[src/rtl/cp_strip_ctrl_pkg.sv]
// cp_strip_ctrl_pkg: shared OFDM receive definitions
//   state_e          sequencer states (IDLE, CP, DATA, DONE)
//   *_DEF            default symbol geometry and sample width
//   cnt_w()          counter width for a modulus, never below 1 bit
package cp_strip_ctrl_pkg;
    typedef enum logic [1:0] {IDLE, CP, DATA, DONE} state_e;
    localparam int FFT_LEN_DEF    = 64;
    localparam int CP_LEN_DEF     = 16;
    localparam int DATA_WIDTH_DEF = 13;
    function automatic int cnt_w(input int n);
        return (n > 1) ? $clog2(n) : 1;
    endfunction
endpackage

[src/rtl/cp_strip_ctrl_sym_counter.sv]
// cp_strip_ctrl_sym_counter: loadable up-counter with enable and terminal-count flag
//   clk, rst     clock, asynchronous active-high reset
//   ld_i         load ld_val_i (wins over en_i)
//   ld_val_i     load value
//   en_i         count up by one
//   term_i       terminal value compared against the count
//   cnt_o        current count
//   tc_o         count equals term_i
module cp_strip_ctrl_sym_counter #(
    parameter int W = 6
) (
    input  logic         clk,
    input  logic         rst,
    input  logic         ld_i,
    input  logic [W-1:0] ld_val_i,
    input  logic         en_i,
    input  logic [W-1:0] term_i,
    output logic [W-1:0] cnt_o,
    output logic         tc_o
);
    logic [W-1:0] cnt_q, cnt_d;

    always_comb cnt_d = ld_i ? ld_val_i : en_i ? cnt_q + 1'b1 : cnt_q;

    always_ff @(posedge clk or posedge rst)
        if (rst) cnt_q <= '0;
        else     cnt_q <= cnt_d;

    assign cnt_o = cnt_q;
    assign tc_o  = cnt_q == term_i;
endmodule

[src/rtl/cp_strip_ctrl.sv]
// cp_strip_ctrl: OFDM receive sequencer, strips the cyclic prefix and frames symbols
//   clk, rst       clock, asynchronous active-high reset
//   start_i        begins a frame (IDLE only)
//   abort_i        synchronous return to IDLE
//   in_valid_i     upstream sample valid
//   in_data_i      upstream sample
//   in_ready_o     high in CP and DATA
//   out_valid_o    forwarded data sample valid (latency 1)
//   out_data_o     forwarded data sample, holds otherwise
//   sr_shift_o     delay-line shift enable, equals out_valid_o
//   sym_start_o    first forwarded sample of each symbol
//   frame_done_o   pulse after the last data sample of the frame
//   busy_o         sequencer not idle
//   out_sym_idx_o  symbol index of each forwarded sample (CP_STRIP_SYM_IDX_EN only)
module cp_strip_ctrl
    import cp_strip_ctrl_pkg::*;
#(
    parameter int DATA_WIDTH    = DATA_WIDTH_DEF,
    parameter int FFT_LEN       = FFT_LEN_DEF,
    parameter int CP_LEN        = CP_LEN_DEF,
    parameter int SYM_PER_FRAME = 8
) (
    input  logic                  clk,
    input  logic                  rst,
    input  logic                  start_i,
    input  logic                  abort_i,
    input  logic                  in_valid_i,
    input  logic [DATA_WIDTH-1:0] in_data_i,
    output logic                  in_ready_o,
    output logic                  out_valid_o,
    output logic [DATA_WIDTH-1:0] out_data_o,
    output logic                  sr_shift_o,
    output logic                  sym_start_o,
    output logic                  frame_done_o,
    output logic                  busy_o
`ifdef CP_STRIP_SYM_IDX_EN
    ,
    output logic [cnt_w(SYM_PER_FRAME)-1:0] out_sym_idx_o
`endif
);
    localparam int SW = cnt_w(FFT_LEN);
    localparam int YW = cnt_w(SYM_PER_FRAME);

    state_e          state_q, state_d;
    logic [SW-1:0]   samp_cnt, samp_term;
    logic [YW-1:0]   sym_cnt;
    logic            samp_tc, sym_tc, acc;
    logic            out_valid_q, out_valid_d;
    logic            sym_start_q, sym_start_d;
    logic            frame_done_q, frame_done_d;
    logic            busy_q;
    logic [DATA_WIDTH-1:0] out_data_q, out_data_d;

    assign in_ready_o = state_q == CP || state_q == DATA;
    assign acc        = in_valid_i && in_ready_o;
    // One sample counter serves both phases; only its terminal value changes.
    assign samp_term  = state_q == CP ? SW'(CP_LEN - 1) : SW'(FFT_LEN - 1);

    cp_strip_ctrl_sym_counter #(.W(SW)) u_samp_cnt (
        .clk      (clk),
        .rst      (rst),
        .ld_i     (abort_i || !in_ready_o || (acc && samp_tc)),
        .ld_val_i ('0),
        .en_i     (acc),
        .term_i   (samp_term),
        .cnt_o    (samp_cnt),
        .tc_o     (samp_tc)
    );

    cp_strip_ctrl_sym_counter #(.W(YW)) u_sym_cnt (
        .clk      (clk),
        .rst      (rst),
        .ld_i     (abort_i || state_q == IDLE),
        .ld_val_i ('0),
        .en_i     (acc && state_q == DATA && samp_tc && !sym_tc),
        .term_i   (YW'(SYM_PER_FRAME - 1)),
        .cnt_o    (sym_cnt),
        .tc_o     (sym_tc)
    );

    always_comb begin
        state_d = state_q;
        case (state_q)
            IDLE:    if (start_i) state_d = CP;
            CP:      if (acc && samp_tc) state_d = DATA;
            DATA:    if (acc && samp_tc) state_d = sym_tc ? DONE : CP;
            default: state_d = IDLE;
        endcase
        if (abort_i) state_d = IDLE;
        out_valid_d  = acc && state_q == DATA && !abort_i;
        sym_start_d  = out_valid_d && samp_cnt == '0;
        frame_done_d = state_q == DONE && !abort_i;
        out_data_d   = out_valid_d ? in_data_i : out_data_q;
    end

    always_ff @(posedge clk or posedge rst)
        if (rst) begin
            state_q      <= IDLE;
            out_valid_q  <= 1'b0;
            sym_start_q  <= 1'b0;
            frame_done_q <= 1'b0;
            busy_q       <= 1'b0;
            out_data_q   <= '0;
        end else begin
            state_q      <= state_d;
            out_valid_q  <= out_valid_d;
            sym_start_q  <= sym_start_d;
            frame_done_q <= frame_done_d;
            busy_q       <= state_d != IDLE;
            out_data_q   <= out_data_d;
        end

`ifdef CP_STRIP_SYM_IDX_EN
    logic [YW-1:0] sym_idx_q, sym_idx_d;
    assign sym_idx_d = out_valid_d ? sym_cnt : sym_idx_q;
    always_ff @(posedge clk or posedge rst)
        if (rst) sym_idx_q <= '0;
        else     sym_idx_q <= sym_idx_d;
    assign out_sym_idx_o = sym_idx_q;
`endif

    assign out_valid_o  = out_valid_q;
    assign sr_shift_o   = out_valid_q;
    assign out_data_o   = out_data_q;
    assign sym_start_o  = sym_start_q;
    assign frame_done_o = frame_done_q;
    assign busy_o       = busy_q;
endmodule

[config.mk]
export PLATFORM = sky130hd
export DESIGN_NAME = cp_strip_ctrl
export DESIGN_NICKNAME = d
export VERILOG_FILES = /design/src/rtl/cp_strip_ctrl_pkg.sv /design/src/rtl/cp_strip_ctrl_sym_counter.sv /design/src/rtl/cp_strip_ctrl.sv
export SDC_FILE = /design/constraint.sdc
export NUM_CORES = 1
export LEC_CHECK = 0
export CORE_MARGIN = 2
export CORE_UTILIZATION = 30
export CTS_BUF_LIST = sky130_fd_sc_hd__clkbuf_2 sky130_fd_sc_hd__clkbuf_4 sky130_fd_sc_hd__clkbuf_8
export DETAILED_ROUTE_END_ITERATION = 6
export PLACE_DENSITY_LB_ADDON = 0.12
export SETUP_SLACK_MARGIN = 0.4
export SLEW_MARGIN = 20
export SYNTH_ARGS = -nofsm -noshare
export SYNTH_HDL_FRONTEND = slang
export SYNTH_HIERARCHICAL = 1
export SYNTH_SLANG_ARGS = --single-unit
[constraint.sdc]
create_clock -name clk -period 5.15 [get_ports clk]
set_input_delay 1.03 -clock clk [delete_from_list [all_inputs] [get_ports clk]]
set_output_delay 1.03 -clock clk [all_outputs]
set_load 0.005 [all_outputs]
==> qor.json, run 1 <==
{
  "pwr": {
    "p_leak_nw": 0.9694,
    "power.density_cell_area_nw_per_um2": 241.1,
    "share_seq_of_total_power_pct": 49.4,
    "total_switching_power_uw": 117.5,
    "p_clk_share_pct": 35.3,
    "combinationalPowerShare_pct": 15.3,
    "post-layout-total-power_uw": 490.9,
    "peakVddDrop_v": 0.0001566,
    "netSwitchingFraction_pct": 23.94,
    "p_int_uw": 373.4
  },
  "sta": {
    "grt_setup_unrepaired": "false",
    "finalWorstSetupSlack_ps": 2390,
    "final_hold_viol_count": 0,
    "timing_max_transition_violations_final": 0,
    "layout_min_cycle_time_ps": 2760,
    "fin_tns_setup_ps": 0,
    "timing.final.crit_share_pct": 53.60,
    "max_clock_freq_mhz": 362.3,
    "setup_viol": 0,
    "timing_worst_slew_pin_value_ps": 740.1,
    "maxSlewHeadroom_pct": 50.61,
    "timing.clock.skew_ps": 3.853
  },
  "hold_path": {
    "min_from": "out_data_o[6]",
    "hold_path_depth": 1,
    "whs_endpoint": "out_data_o[6]",
    "hold_path_class": "flip-flop to flip-flop"
  },
  "floorplanning": {
    "core-area_um2": 4786,
    "rows": 25,
    "vertical_die_dimension_um": 74.69,
    "initial_utilization_pct": 31.32,
    "ioPinCount": 37,
    "die_width_um": 74.69,
    "floorplan.die_area_um2": 5578
  },
  "detailed_routing": {
    "route.antenna.remaining_nets": 0,
    "drt_wl_total_mm": 2.970,
    "dr.pass1.iters": 3,
    "drc_errors": 0,
    "viasPerCell": 4.226,
    "routed_wire_length_per_instance_um": 11.98,
    "vias": 1048,
    "detailedRoute.firstIterationViolations": 19
  },
  "worst_setup_path": {
    "cp_slowest_stage_delay_ps": 530,
    "path_cells": "inv_1 -> ha_1 -> clkdlybuf4s50_1",
    "worst_setup_path_start_kind": "flip-flop",
    "rrSetupSlack_ps": 2520,
    "worstSetupEndpointType": "primary output",
    "largest_fanout_of_any_net_on_the_critical_path": 6,
    "regToRegStartpoint": "state_q[1]",
    "crit_path_top_delay_cell": "sky130_fd_sc_hd__clkdlybuf4s50_1",
    "worst_path_dominant_cell_family": "buffers and inverters",
    "timing.rr.end": "u_sym_cnt/cnt_o[2]",
    "cp.required_ps": 4120,
    "path_class": "flip-flop to primary output",
    "ff2ff_path_depth": 10,
    "crit_buf_inv": 2,
    "critPathArrivalTime_ps": 1730
  },
  "place": {
    "port-buffer-count": 36,
    "dp_hpwl_mm": 2.238,
    "placement.setup.worst_slack_ps": 2377,
    "place_congestion": 0.7078
  },
  "synthesis": {
    "synthFlopType": "sky130_fd_sc_hd__dfrtp_1",
    "synth.cell_area_um2": 1499,
    "synth.lib_cells_used.distinct": 38,
    "synth.ff_latch_count": 28,
    "synth_edf_count": 0,
    "postSynthAreaPerCell_um2": 11.44,
    "synth_sequential_area_ratio_pct": 46.74,
    "synth-async-reset-ratio_pct": 100.0,
    "synthesis.instances": 131,
    "yosysWarnings": 6
  },
  "cts": {
    "h-tree-depth": 1,
    "clockBufferDepth": 2,
    "number_of_buffers_inserted_to_repair_setup_after_cts": 0,
    "clk_transition_reported_paths_ps": 100,
    "cts-hold-fix-buffers": 0,
    "numClockSinks": 28,
    "tritoncts": "built",
    "worst_skew_pair.late_latency_ps": 270,
    "tritoncts.num_buffers": 3,
    "cts-root-buf": "sky130_fd_sc_hd__clkbuf_8",
    "post_cts.resized_instances": 0
  },
  "grt": {
    "grt_start_max_net_pins": 20,
    "grt_antenna_before_repair": 0,
    "global_route.usage.total_pct": 11.87,
    "first_global_vias": 1113,
    "grt_first_pass_wirelength_mm": 5.064,
    "grt_overflow_total": 0
  },
  "flow_run": {
    "timing.max_cap.violations": 0
  },
  "final_layout": {
    "antennaDiodeCount": 0,
    "final_layout_size_suffix_gt1_share_pct": 11.60,
    "areaGrowthSynthToFinish_pct": 35.81,
    "design.final.nets": 207
  },
  "outcome": {
    "status": "finished, final reports clean"
  }
}
[layout make-up]
type	count	area [µm²]
timing repair buffer	36	360.3
clock inverter	1	30.03
inverter	7	26.28
tap	67	83.83
multi-input combinational	106	793.3
sequential	28	700.7
fill	472	2750
clock buffer	3	41.29
[synthesized netlist by cell type, drive strengths merged, types with 3 or more instances]
cell type / instances / share of area, %
dfrtp: 28 / 47
buf: 4 / 2.1
o21ai: 9 / 3.0
nor2b: 3 / 1.3
mux2: 13 / 12
xnor2: 6 / 3.5
xor2: 8 / 4.7
nand4: 4 / 1.7
nor2: 3 / 0.75
nand3: 4 / 1.7
inv: 7 / 1.8
nand2: 11 / 2.8
ha: 7 / 5.8
[per-layer routing]
layer / GRT usage [%] / vias to the layer above / routed length, µm
met2: 19.27 / 17 / 1448
li1: - / 532 / -
met1: 15.74 / 495 / 1378
met3: 1.740 / 4 / 92
met5: 0 / - / 0
met4: 5.357 / 0 / 51
[registers in the layout, indices dropped and copies added (netlist names)]
name / cells
busy_o: 1
frame_done_o: 1
out_data_o: 13
out_valid_o: 1
state_q: 2
sym_start_o: 1
u_samp_cnt/cnt_o: 6
u_sym_cnt/cnt_o: 3
[power groups by stage]
| stage | Clock, mW | Combinational [mW] | Sequential, mW |
|---|---|---|---|
| 2_1_floorplan | 0 | 0.0492 | 0.244 |
| 3_3_place_gp | 0 | 0.0738 | 0.247 |
| 3_5_place_dp | 0 | 0.0752 | 0.247 |
| 4_1_cts | 0.181 | 0.0756 | 0.243 |
| 5_1_grt | 0.187 | 0.0862 | 0.245 |
| 6_report | 0.173 | 0.0752 | 0.242 |
[cell families after synthesis]
logic type                 share of synthesized area (%)
xor gates and xnor gates                           8.180
and+or+nand+nor                                    15.61
DFF                                                46.74
AOI/OAI and AO/OA                                  6.177
muxes                                              13.11
adders and majority gates                          5.843
buffers and inverters                              3.839
other                                             0.5010
[layout by cell type (no fill, tap or decap), types with 5 or more instances in the layout]
| cell type | count |
|---|---|
| sky130_fd_sc_hd__clkdlybuf4s50_1 | 36 |
| sky130_fd_sc_hd__conb_1 | 16 |
| sky130_fd_sc_hd__dfrtp_1 | 28 |
| sky130_fd_sc_hd__ha_1 | 7 |
| sky130_fd_sc_hd__inv_1 | 7 |
| sky130_fd_sc_hd__mux2_2 | 5 |
| sky130_fd_sc_hd__mux2_4 | 8 |
| sky130_fd_sc_hd__nand2_1 | 11 |
| sky130_fd_sc_hd__o21ai_1 | 5 |
| sky130_fd_sc_hd__xnor2_1 | 6 |
| sky130_fd_sc_hd__xor2_1 | 8 |
[stage by stage]
step | hold WS, ps | std cells | instance area (µm²) | utilization [%]
2_1_floorplan | 459.2 | 145 | 1551 | -
3_3_place_gp | 487.3 | 244 | 1964 | 41.05
3_5_place_dp | 491.1 | 244 | 1964 | 41.05
4_1_cts | 514.7 | 248 | 2036 | 42.54
5_1_grt | 531.3 | 248 | 2036 | 42.54
6_report | 511.2 | 248 | 2036 | 42.54
[worst max-delay path by stage]
stage                    start                   to  slack [ps]  cells past startpoint
CTS                 state_q[1]           in_ready_o        2360                      3
detailed placement     abort_i  u_samp_cnt/cnt_o[5]        2380                      4
floorplan           state_q[1]   u_sym_cnt/cnt_o[2]        2930                     10
global route        state_q[1]   u_sym_cnt/cnt_o[2]        2200                     10
global placement    in_valid_i  u_samp_cnt/cnt_o[5]        2460                      5
finish              state_q[1]           in_ready_o        2390                      3
Power figures use the tool's default switching activity.
==> run 2, diff against run 1 <==
==> constraint.sdc (replaced) <==
create_clock -name clk -period 2.3 [get_ports clk]
set_input_delay 0.46 -clock clk [delete_from_list [all_inputs] [get_ports clk]]
set_output_delay 0.46 -clock clk [all_outputs]
set_load 0.005 [all_outputs]
==> qor.json, run 2 (same netlist as run 1, synthesis figures left out) <==
{
  "cts": {
    "tritoncts.num_buffers": {"value": 3, "change": "unchanged"},
    "worst_skew_pair.late_latency": {"value": 280, "unit": "ps", "change": "about the same"},
    "cts-hold-fix-buffers": {"value": 0, "change": "unchanged"},
    "tritoncts": "built",
    "h-tree-depth": {"value": 1, "change": "unchanged"},
    "clk_transition_reported_paths": {"value": 100, "unit": "ps", "change": "about the same"},
    "numClockSinks": {"value": 28, "change": "unchanged"},
    "clockBufferDepth": {"value": 2, "change": "unchanged"},
    "cts-root-buf": "sky130_fd_sc_hd__clkbuf_8"
  },
  "hold_path": {
    "hold_path_class": "primary input to async pin"
  },
  "sta": {
    "timing.final.crit_share_pct": 89.51,
    "max_clock_freq_mhz": 485.8,
    "worst_hold_slack": {"value": 420.2, "unit": "ps", "change": "-90.98 ps"},
    "layout_min_cycle_time_ps": 2059,
    "timing.clock.skew": {"value": 9.136, "unit": "ps", "change": "+5.284 ps"},
    "timing_max_transition_violations_final": {"value": 0, "change": "unchanged"},
    "fin_tns_setup": {"value": 0, "unit": "ps", "change": "unchanged"},
    "final_hold_viol_count": {"value": 0, "change": "unchanged"},
    "setup_viol": {"value": 0, "change": "unchanged"},
    "grt_setup_unrepaired": "true"
  },
  "worst_setup_path": {
    "path_class": "flip-flop to flip-flop",
    "worst_setup_path_start_kind": "flip-flop",
    "critPathArrivalTime": {"value": 2230, "unit": "ps", "change": "+500 ps"},
    "worstSetupEndpointType": "flip-flop",
    "worstSetupStartpoint": "state_q[1]",
    "rrSetupSlack": {"value": 240, "unit": "ps", "change": "-2280 ps"},
    "cp.required": {"value": 2470, "unit": "ps", "change": "-1650 ps"},
    "largest_fanout_of_any_net_on_the_critical_path": {"value": 3, "change": "-3"},
    "regToRegStartpoint": "state_q[1]"
  },
  "pwr": {
    "p_clk_share": {"value": 33.0, "unit": "%", "change": "-2.3 points"},
    "p_int": {"value": 887.6, "unit": "µW", "change": "+140%"},
    "combinationalPowerShare": {"value": 21.1, "unit": "%", "change": "+5.8 points"},
    "peakVddDrop": {"value": 0.0003590, "unit": "V", "change": "+130%"},
    "post-layout-total-power": {"value": 1.188, "unit": "mW", "change": "+140%"},
    "power.density_cell_area": {"value": 509.0, "unit": "nW/µm²", "change": "+110%"},
    "p_leak": {"value": 1.107, "unit": "nW", "change": "+14%"},
    "share_seq_of_total_power": {"value": 45.9, "unit": "%", "change": "-3.5 points"},
    "total_switching_power": {"value": 300.0, "unit": "µW", "change": "+160%"},
    "netSwitchingFraction": {"value": 25.26, "unit": "%", "change": "+1.3 points"}
  },
  "floorplanning": {
    "die_width": {"value": 74.69, "unit": "µm", "change": "unchanged"},
    "floorplan.die_area": {"value": 5578, "unit": "µm²", "change": "unchanged"},
    "ioPinCount": {"value": 37, "change": "unchanged"},
    "vertical_die_dimension": {"value": 74.69, "unit": "µm", "change": "unchanged"},
    "initial_utilization": {"value": 31.32, "unit": "%", "change": "unchanged"},
    "core-area": {"value": 4786, "unit": "µm²", "change": "unchanged"},
    "rows": {"value": 25, "change": "unchanged"}
  },
  "grt": {
    "grt_start_max_net_pins": {"value": 17, "change": "-15%"},
    "first_global_vias": {"value": 1190, "change": "+6.9%"},
    "global_route.usage.total": {"value": 12.67, "unit": "%", "change": "+0.80 points"},
    "grt_overflow_total": {"value": 0, "change": "unchanged"},
    "grt_first_pass_wirelength": {"value": 5.375, "unit": "mm", "change": "+6.1%"},
    "grt_antenna_before_repair": {"value": 0, "change": "unchanged"}
  },
  "final_layout": {
    "largest_register_ff_count": {"value": 13, "change": "unchanged"},
    "antennaDiodeCount": {"value": 0, "change": "unchanged"},
    "finalNonFillerCells": {"value": 266, "change": "+7.3%"},
    "design.final.nets": {"value": 225, "change": "+8.7%"},
    "ff_latch_area": {"value": 701.9, "unit": "µm²", "change": "+0.18%"},
    "areaGrowthSynthToFinish_pct": 55.68,
    "layout_commonest_cell": "sky130_fd_sc_hd__clkdlybuf4s50_1",
    "final_layout_size_suffix_gt1_share": {"value": 29.15, "unit": "%", "change": "+18 points"},
    "multiInputGateArea": {"value": 914.6, "unit": "µm²", "change": "+15%"},
    "final_cell_mix": "sky130_fd_sc_hd__clkdlybuf4s50_1, sky130_fd_sc_hd__dfrtp_1, sky130_fd_sc_hd__conb_1",
    "fillCellCount": {"value": 441, "change": "-6.6%"}
  },
  "place": {
    "post-place-cells": {"value": 246, "change": "+0.82%"},
    "dp_hpwl": {"value": 2.239, "unit": "mm", "change": "about the same"},
    "port-buffer-count": {"value": 36, "change": "unchanged"},
    "place_congestion": {"value": 0.7894, "change": "+12%"}
  },
  "detailed_routing": {
    "drc_errors": {"value": 0, "change": "unchanged"},
    "route.antenna.remaining_nets": {"value": 0, "change": "unchanged"},
    "viasPerCell": {"value": 4.368, "change": "+3.4%"},
    "vias": {"value": 1162, "change": "+11%"},
    "dr.pass1.iters": {"value": 4, "change": "+1"},
    "detailedRoute.firstIterationViolations": {"value": 53, "change": "+34"},
    "routed_wire_length_per_instance": {"value": 12.61, "unit": "µm", "change": "+5.3%"},
    "drt_wl_total": {"value": 3.355, "unit": "mm", "change": "+13%"}
  },
  "outcome": {
    "status": "finished, final reports clean"
  },
  "flow_run": {
    "timing.max_cap.violations": {"value": 0, "change": "unchanged"}
  }
}
-- run 2: layer usage --
metal / part of all wire [%] / global-route usage, %
met1: 42 / 15.46
met2: 53 / 21.83
met3: 3.5 / 3.347
met4: 1.5 / 4.167
met5: 0 / 0
-- run 2: critical path, stage by stage (launching register included) --
cell,delay (ps)
sky130_fd_sc_hd__dfrtp_1,410
sky130_fd_sc_hd__inv_2,80
sky130_fd_sc_hd__ha_4,140
sky130_fd_sc_hd__inv_4,40
sky130_fd_sc_hd__buf_6,110
sky130_fd_sc_hd__xor2_2,140
sky130_fd_sc_hd__nor3_2,230
sky130_fd_sc_hd__nand3_2,140
sky130_fd_sc_hd__nor3b_4,260
sky130_fd_sc_hd__buf_6,130
sky130_fd_sc_hd__mux2i_1,180
sky130_fd_sc_hd__o21ai_1,80
-- run 2: power by group through the flow --
stage | clock, mW | combinational, mW | sequential (mW)
2_1_floorplan | 0 | 0.113 | 0.546
3_3_place_gp | 0 | 0.173 | 0.552
3_5_place_dp | 0 | 0.175 | 0.553
4_1_cts | 0.397 | 0.227 | 0.544
5_1_grt | 0.416 | 0.279 | 0.549
6_report | 0.392 | 0.251 | 0.545
-- run 2: area by class of cell --
| cell class | instances | share of cell area (%) |
|---|---|---|
| inverter | 7 | 1.233 |
| sequential | 28 | 30.08 |
| multi-input combinational | 106 | 39.20 |
| tap | 67 | 3.592 |
| clock buffer | 3 | 1.769 |
| timing repair buffer | 54 | 22.84 |
| clock inverter | 1 | 1.287 |
-- run 2: through the flow --
step                cell area (µm²)  setup slack (ps)  util, %
CTS                            2261             213.5    47.24
floorplan                      1564             279.7        -
finish                         2333             241.3    48.76
detailed placement             1992             38.89    41.62
global placement               1992             150.6    41.62
global route                   2333             75.71    48.76
-- run 2: path summary, 6_finish.rpt --
check	end	cells past startpoint
min	u_sym_cnt/cnt_o[2]	2
max	u_sym_cnt/cnt_o[1]	11
min in group clk	out_data_o[4]	1
min reg2reg	out_data_o[4]	1
max in group asynchronous	state_q[0]	3
max reg2reg	u_sym_cnt/cnt_o[1]	11
-- run 2: what timing repair did --
| action | CTS | global route |
|---|---|---|
| buffers inserted | 14 | 2 |
| setup endpoints to repair | 25 | 13 |
| resized for setup | 19 | 12 |
| endpoints found under the hold margin | 0 | 0 |
| pin swaps | 17 | 11 |
